### config.mk
export PLATFORM = sky130hd
export DESIGN_NAME = step_rate_monitor
export DESIGN_NICKNAME = d
export VERILOG_FILES = /design/src/rtl/step_rate_monitor.sv
export SDC_FILE = /design/constraint.sdc
export NUM_CORES = 1
export LEC_CHECK = 0
export ABC_AREA = 1
export CORE_MARGIN = 2
export CORE_UTILIZATION = 40
export CTS_CLUSTER_SIZE = 24
export DETAILED_ROUTE_END_ITERATION = 10
export GPL_TIMING_DRIVEN = 0
export SYNTH_ARGS = -nofsm -noshare
export SYNTH_HDL_FRONTEND = slang
export SYNTH_SLANG_ARGS = --single-unit
### constraint.sdc
create_clock -name CLK -period 2.5 [get_ports CLK]
set_input_delay 0.375 -clock CLK [delete_from_list [all_inputs] [get_ports CLK]]
set_output_delay 0.375 -clock CLK [all_outputs]
set_load 0.01 [all_outputs]
### src/rtl/step_rate_monitor.sv
// Pedometer activity monitor: counts synchronised step pulses per second, tracks
// last/peak rate and a saturating lifetime total, and counts active seconds in a fixed window.
module step_rate_monitor #(
  parameter int THRESH      = 32,
  parameter int WINDOW_SECS = 9,
  parameter int STEP_W      = 7,
  parameter int SEC_W       = 4,
  parameter int TOTAL_W     = 21
) (
  input  logic               CLK,
  input  logic               reset,
  input  logic               steps,
  input  logic               sec_tick,
  input  logic               clear,
  output logic [SEC_W-1:0]   secs_over,
  output logic               window_done,
  output logic [STEP_W-1:0]  rate_last,
  output logic [STEP_W-1:0]  rate_max,
  output logic [TOTAL_W-1:0] total_steps
);

  typedef enum logic [0:0] {
    COUNTING = 1'b0,
    DONE     = 1'b1
  } state_e;

  localparam logic [STEP_W-1:0]  STEP_MAX  = {STEP_W{1'b1}};
  localparam logic [STEP_W-1:0]  STEP_ONE  = {{(STEP_W-1){1'b0}}, 1'b1};
  localparam logic [TOTAL_W-1:0] TOTAL_MAX = {TOTAL_W{1'b1}};
  localparam logic [TOTAL_W-1:0] TOTAL_ONE = {{(TOTAL_W-1){1'b0}}, 1'b1};
  localparam logic [SEC_W-1:0]   SEC_ONE   = {{(SEC_W-1){1'b0}}, 1'b1};
  localparam logic [SEC_W-1:0]   WIN_LAST  = SEC_W'(WINDOW_SECS);
  // Widened by one bit so a threshold beyond the counter range can never be met.
  localparam logic [STEP_W:0]    THRESH_X  = (THRESH > (2**STEP_W) - 1) ? {1'b1, {STEP_W{1'b0}}}
                                                                        : (STEP_W+1)'(THRESH);

  logic rst_meta_q, rst_sync_q;

  logic sync1_q, sync1_d;
  logic sync2_q, sync2_d;
  logic prev_q, prev_d;
  logic [STEP_W-1:0]  step_cnt_q, step_cnt_d;
  logic [SEC_W-1:0]   sec_idx_q, sec_idx_d;
  logic [SEC_W-1:0]   secs_over_q, secs_over_d;
  logic               window_done_q, window_done_d;
  logic [STEP_W-1:0]  rate_last_q, rate_last_d;
  logic [STEP_W-1:0]  rate_max_q, rate_max_d;
  logic [TOTAL_W-1:0] total_q, total_d;
  state_e             state_q, state_d;

  logic               step_pulse_s;
  logic [STEP_W-1:0]  step_cnt_inc_s;
  logic [STEP_W-1:0]  close_cnt_s;
  logic               over_s;

  // Reset synchroniser: asserts immediately, releases two edges after reset rises.
  always_ff @(posedge CLK or negedge reset) begin
    if (!reset) begin
      rst_meta_q <= 1'b0;
      rst_sync_q <= 1'b0;
    end else begin
      rst_meta_q <= 1'b1;
      rst_sync_q <= rst_meta_q;
    end
  end

  // Step edge, saturating increment and closing count shared by the next-state logic.
  always_comb begin
    step_pulse_s   = sync2_q & ~prev_q;
    step_cnt_inc_s = (step_cnt_q == STEP_MAX) ? step_cnt_q : step_cnt_q + STEP_ONE;
    close_cnt_s    = step_pulse_s ? step_cnt_inc_s : step_cnt_q;
    over_s         = ({1'b0, close_cnt_s} >= THRESH_X);
  end

  // Next-state logic: clear dominates, then step accounting and second closing.
  always_comb begin
    sync1_d       = steps;
    sync2_d       = sync1_q;
    prev_d        = sync2_q;
    step_cnt_d    = step_cnt_q;
    sec_idx_d     = sec_idx_q;
    secs_over_d   = secs_over_q;
    rate_last_d   = rate_last_q;
    rate_max_d    = rate_max_q;
    total_d       = total_q;
    state_d       = state_q;
    window_done_d = window_done_q;

    if (clear) begin
      sync1_d       = 1'b0;
      sync2_d       = 1'b0;
      prev_d        = 1'b0;
      step_cnt_d    = '0;
      sec_idx_d     = '0;
      secs_over_d   = '0;
      rate_last_d   = '0;
      rate_max_d    = '0;
      total_d       = '0;
      state_d       = COUNTING;
      window_done_d = 1'b0;
    end else begin
      if (step_pulse_s && (total_q != TOTAL_MAX)) begin
        total_d = total_q + TOTAL_ONE;
      end else begin
        total_d = total_q;
      end

      if (sec_tick) begin
        // A step landing with the tick belongs to the second being closed.
        rate_last_d = close_cnt_s;
        rate_max_d  = (close_cnt_s > rate_max_q) ? close_cnt_s : rate_max_q;
        step_cnt_d  = '0;
        case (state_q)
          COUNTING: begin
            secs_over_d = over_s ? secs_over_q + SEC_ONE : secs_over_q;
            sec_idx_d   = sec_idx_q + SEC_ONE;
            state_d     = (sec_idx_d == WIN_LAST) ? DONE : COUNTING;
          end
          DONE: begin
            secs_over_d = secs_over_q;
            sec_idx_d   = sec_idx_q;
            state_d     = DONE;
          end
          default: begin
            state_d = COUNTING;
          end
        endcase
      end else if (step_pulse_s) begin
        step_cnt_d = step_cnt_inc_s;
      end else begin
        step_cnt_d = step_cnt_q;
      end

      window_done_d = (state_d == DONE);
    end
  end

  // State registers, held at zero while the synchronised reset is low.
  always_ff @(posedge CLK or negedge rst_sync_q) begin
    if (!rst_sync_q) begin
      sync1_q       <= 1'b0;
      sync2_q       <= 1'b0;
      prev_q        <= 1'b0;
      step_cnt_q    <= '0;
      sec_idx_q     <= '0;
      secs_over_q   <= '0;
      window_done_q <= 1'b0;
      rate_last_q   <= '0;
      rate_max_q    <= '0;
      total_q       <= '0;
      state_q       <= COUNTING;
    end else begin
      sync1_q       <= sync1_d;
      sync2_q       <= sync2_d;
      prev_q        <= prev_d;
      step_cnt_q    <= step_cnt_d;
      sec_idx_q     <= sec_idx_d;
      secs_over_q   <= secs_over_d;
      window_done_q <= window_done_d;
      rate_last_q   <= rate_last_d;
      rate_max_q    <= rate_max_d;
      total_q       <= total_d;
      state_q       <= state_d;
    end
  end

  assign secs_over   = secs_over_q;
  assign window_done = window_done_q;
  assign rate_last   = rate_last_q;
  assign rate_max    = rate_max_q;
  assign total_steps = total_q;

endmodule

==> metrics.md <==
| Metric | Value |
|---|---|
| GPL Wtd Cong | 0.842 |
| Core Area | 7650 sq um |
| Via count | 2845 |
| Filler cell count | 733 |
| CP startpoint | step_cnt_q[1] |
| Synth top area share | 44.9% |
| Ant. Diodes | 0 |
| Initial antenna violation count | 0 |
| Max stage delay cell, worst path | dfrtp_1 |
| Worst EP required | 2720 ps |
| Met3 Use GR | 3.01% |
| Die Ht | 92.3 um |
| Antenna-violating nets left | 0 |
| Largest net degree at the start of global routing | 35 |
| # nets final | 491 |
| Setup violations, final | 0 |
| Clock transition at path regs | 110 ps |
| Placed instance count | 560 |
| Min cycle time layout | 2370 ps |
| Avg Cell Area, Syn | 7.54 sq um |
| Pwr/cell area | 447 nW/um^2 |
| Critical path's top delay family | simple AND/OR/NAND/NOR gates |
| Max IR drop VDD | 0.000231 V |
| Max Cap Violations | 0 |
| Clk Latency, worst-skew pair | 320 ps |
| Grt peak-use layer | met2 |
| CTS H-tree lvls | 2 |
| TritonCTS clock tree | built |
| Synth area leaders | dfrtp_1 (45%), nand2_1 (16%), nor2_1 (6.5%) |
| Slew @ Worst Pin | 695 ps |
| WP buf/inv | 1 |
| Min-delay worst type | in -> async |
| DIE WIDTH | 92.3 um |
| Clk sink count | 56 |
| Met1 GRT Util | 27.3% |
| First-pass GRT wire length | 12500 um |
| Post-route setup slack | 133 ps |
| Largest area contributor in the netlist | dfrtp_1 |
| Area delta synth->final | 26.8% |
| Fmax | 422 MHz |
| Pleak | 1.81 nW |
| Setup Skew | 9.49 ps |
| Ports | 45 |
| DP HPWL | 5390 um |
| Fin. max-slew vios | 0 |
| Vias in the first global route | 2640 |
| FF+latch count, synth | 56 |
| CP Class | reg -> reg |
| FF/Latch Area | 1400 sq um |
| DRC viols | 0 |
| Ys Warns | 0 |
| TritonRoute pass-1 iters | 5 |
| Total track usage | 18.4% |
| FP Rows | 32 |
| Pwr Total | 1.77 mW |
| CTS Buf Count | 5 |
| CP endpoint kind | flop |
| Final period util | 94.7% |
| Grt total ovfl | 0 |
| Net Count, Synth | 431 |
| Ratio of cells with drive above 1 in the final layout | 9.47% |
| Drt total wl | 7710 um |
| PortBufs | 43 |
| Max FO, Critical Path | 6 |
| Critical Path AT | 2590 ps |
| CP Cell Sequence | ha_4, nand2_1, nor2_2, nand2_2, nand2_4, o21ai_0, nand2_1, inv_1, ha_4, nand2_2, nor3_2, a21oi_2, nand2_2, nand3_1, nand2_1 |
| Finished Layout Cells | 577 |
| Outcome | completed |
| Starting DRC count in detailed routing | 138 |
| Via density | 4.93 |
| CP max stage delay | 430 ps |
| M2 GR Usage | 28.2% |
| Slew HR | 53.3% |
| Register area share after synthesis | 44.9% |
| Hold Fails Final Rpt | 0 |
| Clock root buffer | clkbuf_8 |
| Initial core utilization | 40.8% |
| Startpoint types | flop |
| Clk buf depth | 2 |
| Footprint of the multi-input gates | 1610 sq um |
| Post-synthesis cell count | 414 |
| Cell area after synthesis | 3120 sq um |
| Die area | 8520 sq um |
| RR Startpoint | step_cnt_q[1] |
| Cell variety after synth | 25 |
| Setup WS pre-CTS | -226 ps |
| Routed len/inst | 13.4 um |
[synthesized netlist by cell type]
library cell,count
a21oi_1,4
buf_2,2
buf_6,1
clkbuf_1,6
clkinv_1,1
conb_1,1
dfrtp_1,56
ha_1,12
inv_1,39
nand2_1,135
nand2_2,3
nand3_1,34
nand3_2,1
nand4_1,11
nor2_1,54
nor2_2,2
nor2_4,3
nor2_8,1
nor3_1,5
o21a_1,1
o21ai_0,22
o21ai_1,2
o22ai_1,1
xnor2_1,4
xor2_1,13
[path summary, 6_finish.rpt]
path	endpoint	slack (ps)	cells after the start
worst max-delay path	rate_max[0]	130	15
worst min register to register	total_steps[5]	250	0
worst max register to register	rate_max[0]	130	15
min in group CLK	rst_sync_q	370	0
worst min-delay path	rst_meta_q	200	1
max in group asynchronous	total_steps[10]	1690	1
[state kept, by name, indices dropped and copies added, names as in the netlist]
| register | flops |
|---|---|
| secs_over | 4 |
| rate_max | 7 |
| step_cnt_q | 7 |
| state_q | 1 |
| sec_idx_q | 4 |
| rst_meta_q | 1 |
| sync1_q | 1 |
| sync2_q | 1 |
| total_steps | 21 |
| prev_q | 1 |
| rst_sync_q | 1 |
| rate_last | 7 |
[metrics by stage]
stage | util [%] | instance area [sq um] | TNS [ps] | hold slack [ps]
global placement | 48.1 | 3680 | -1420 | 339
global route | 51.7 | 3960 | -112 | 200
finish | 51.7 | 3960 | 0 | 200
floorplan | - | 3120 | 0 | 79.4
detailed placement | 48.4 | 3700 | -1350 | 268
CTS | 50.2 | 3840 | 0 | 203
[cells by family (layout without fill, tap and decap cells)]
logic type	Yosys count	after routing	synth area share, %
DFF	56	56	44.9
other	1	1	0.120
and+or+nand+nor	249	250	34.2
xor gates and xnor gates	17	17	4.77
adders and majority gates	12	12	4.81
buffers and inverters	49	109	6.21
AOI/OAI and AO/OA	30	30	4.93
[metal layers]
layer	part of all wire [%]	vias to the layer above	wire length (um)
met4	1.3	0	99
met2	45	56	3490
li1	-	1435	-
met5	0	-	0
met1	49	1345	3810
met3	4.1	9	313
[power by group]
group | switching (mW) | total, mW | internal [mW] | leakage (nW)
clock network | 0.312 | 0.610 | 0.298 | 0.0552
registers | 0.0266 | 0.952 | 0.925 | 0.769
logic | 0.129 | 0.205 | 0.0765 | 0.986
[cell usage in the layout, fill, tap and decap left out, drive strengths merged, types with 2 or more instances in the layout]
cell,n
o21ai,24
nand2,139
inv,39
xnor2,4
dfrtp,56
a21oi,4
nand3,35
buf,12
nand4,11
xor2,13
clkdlybuf4s50,43
clkinv,2
clkbuf,12
nor3,5
ha,12
nor2,60
[cell type report]
type	instances	share of cell area [%]
buffer	9	1.11
clock buffer	6	1.83
clock inverter	2	0.886
inverter	40	3.80
multi-input combinational	310	40.8
sequential	56	35.5
tap	102	3.23
timing repair buffer	52	12.9
[repair_timing]
item,4_1_cts,5_1_grt
pin swaps,1,8
setup endpoints to repair,7,7
resized for setup,8,14
buffers inserted,1,7
cloned,1,0
hold buffers,0,0
Power figures use the tool's default switching activity.
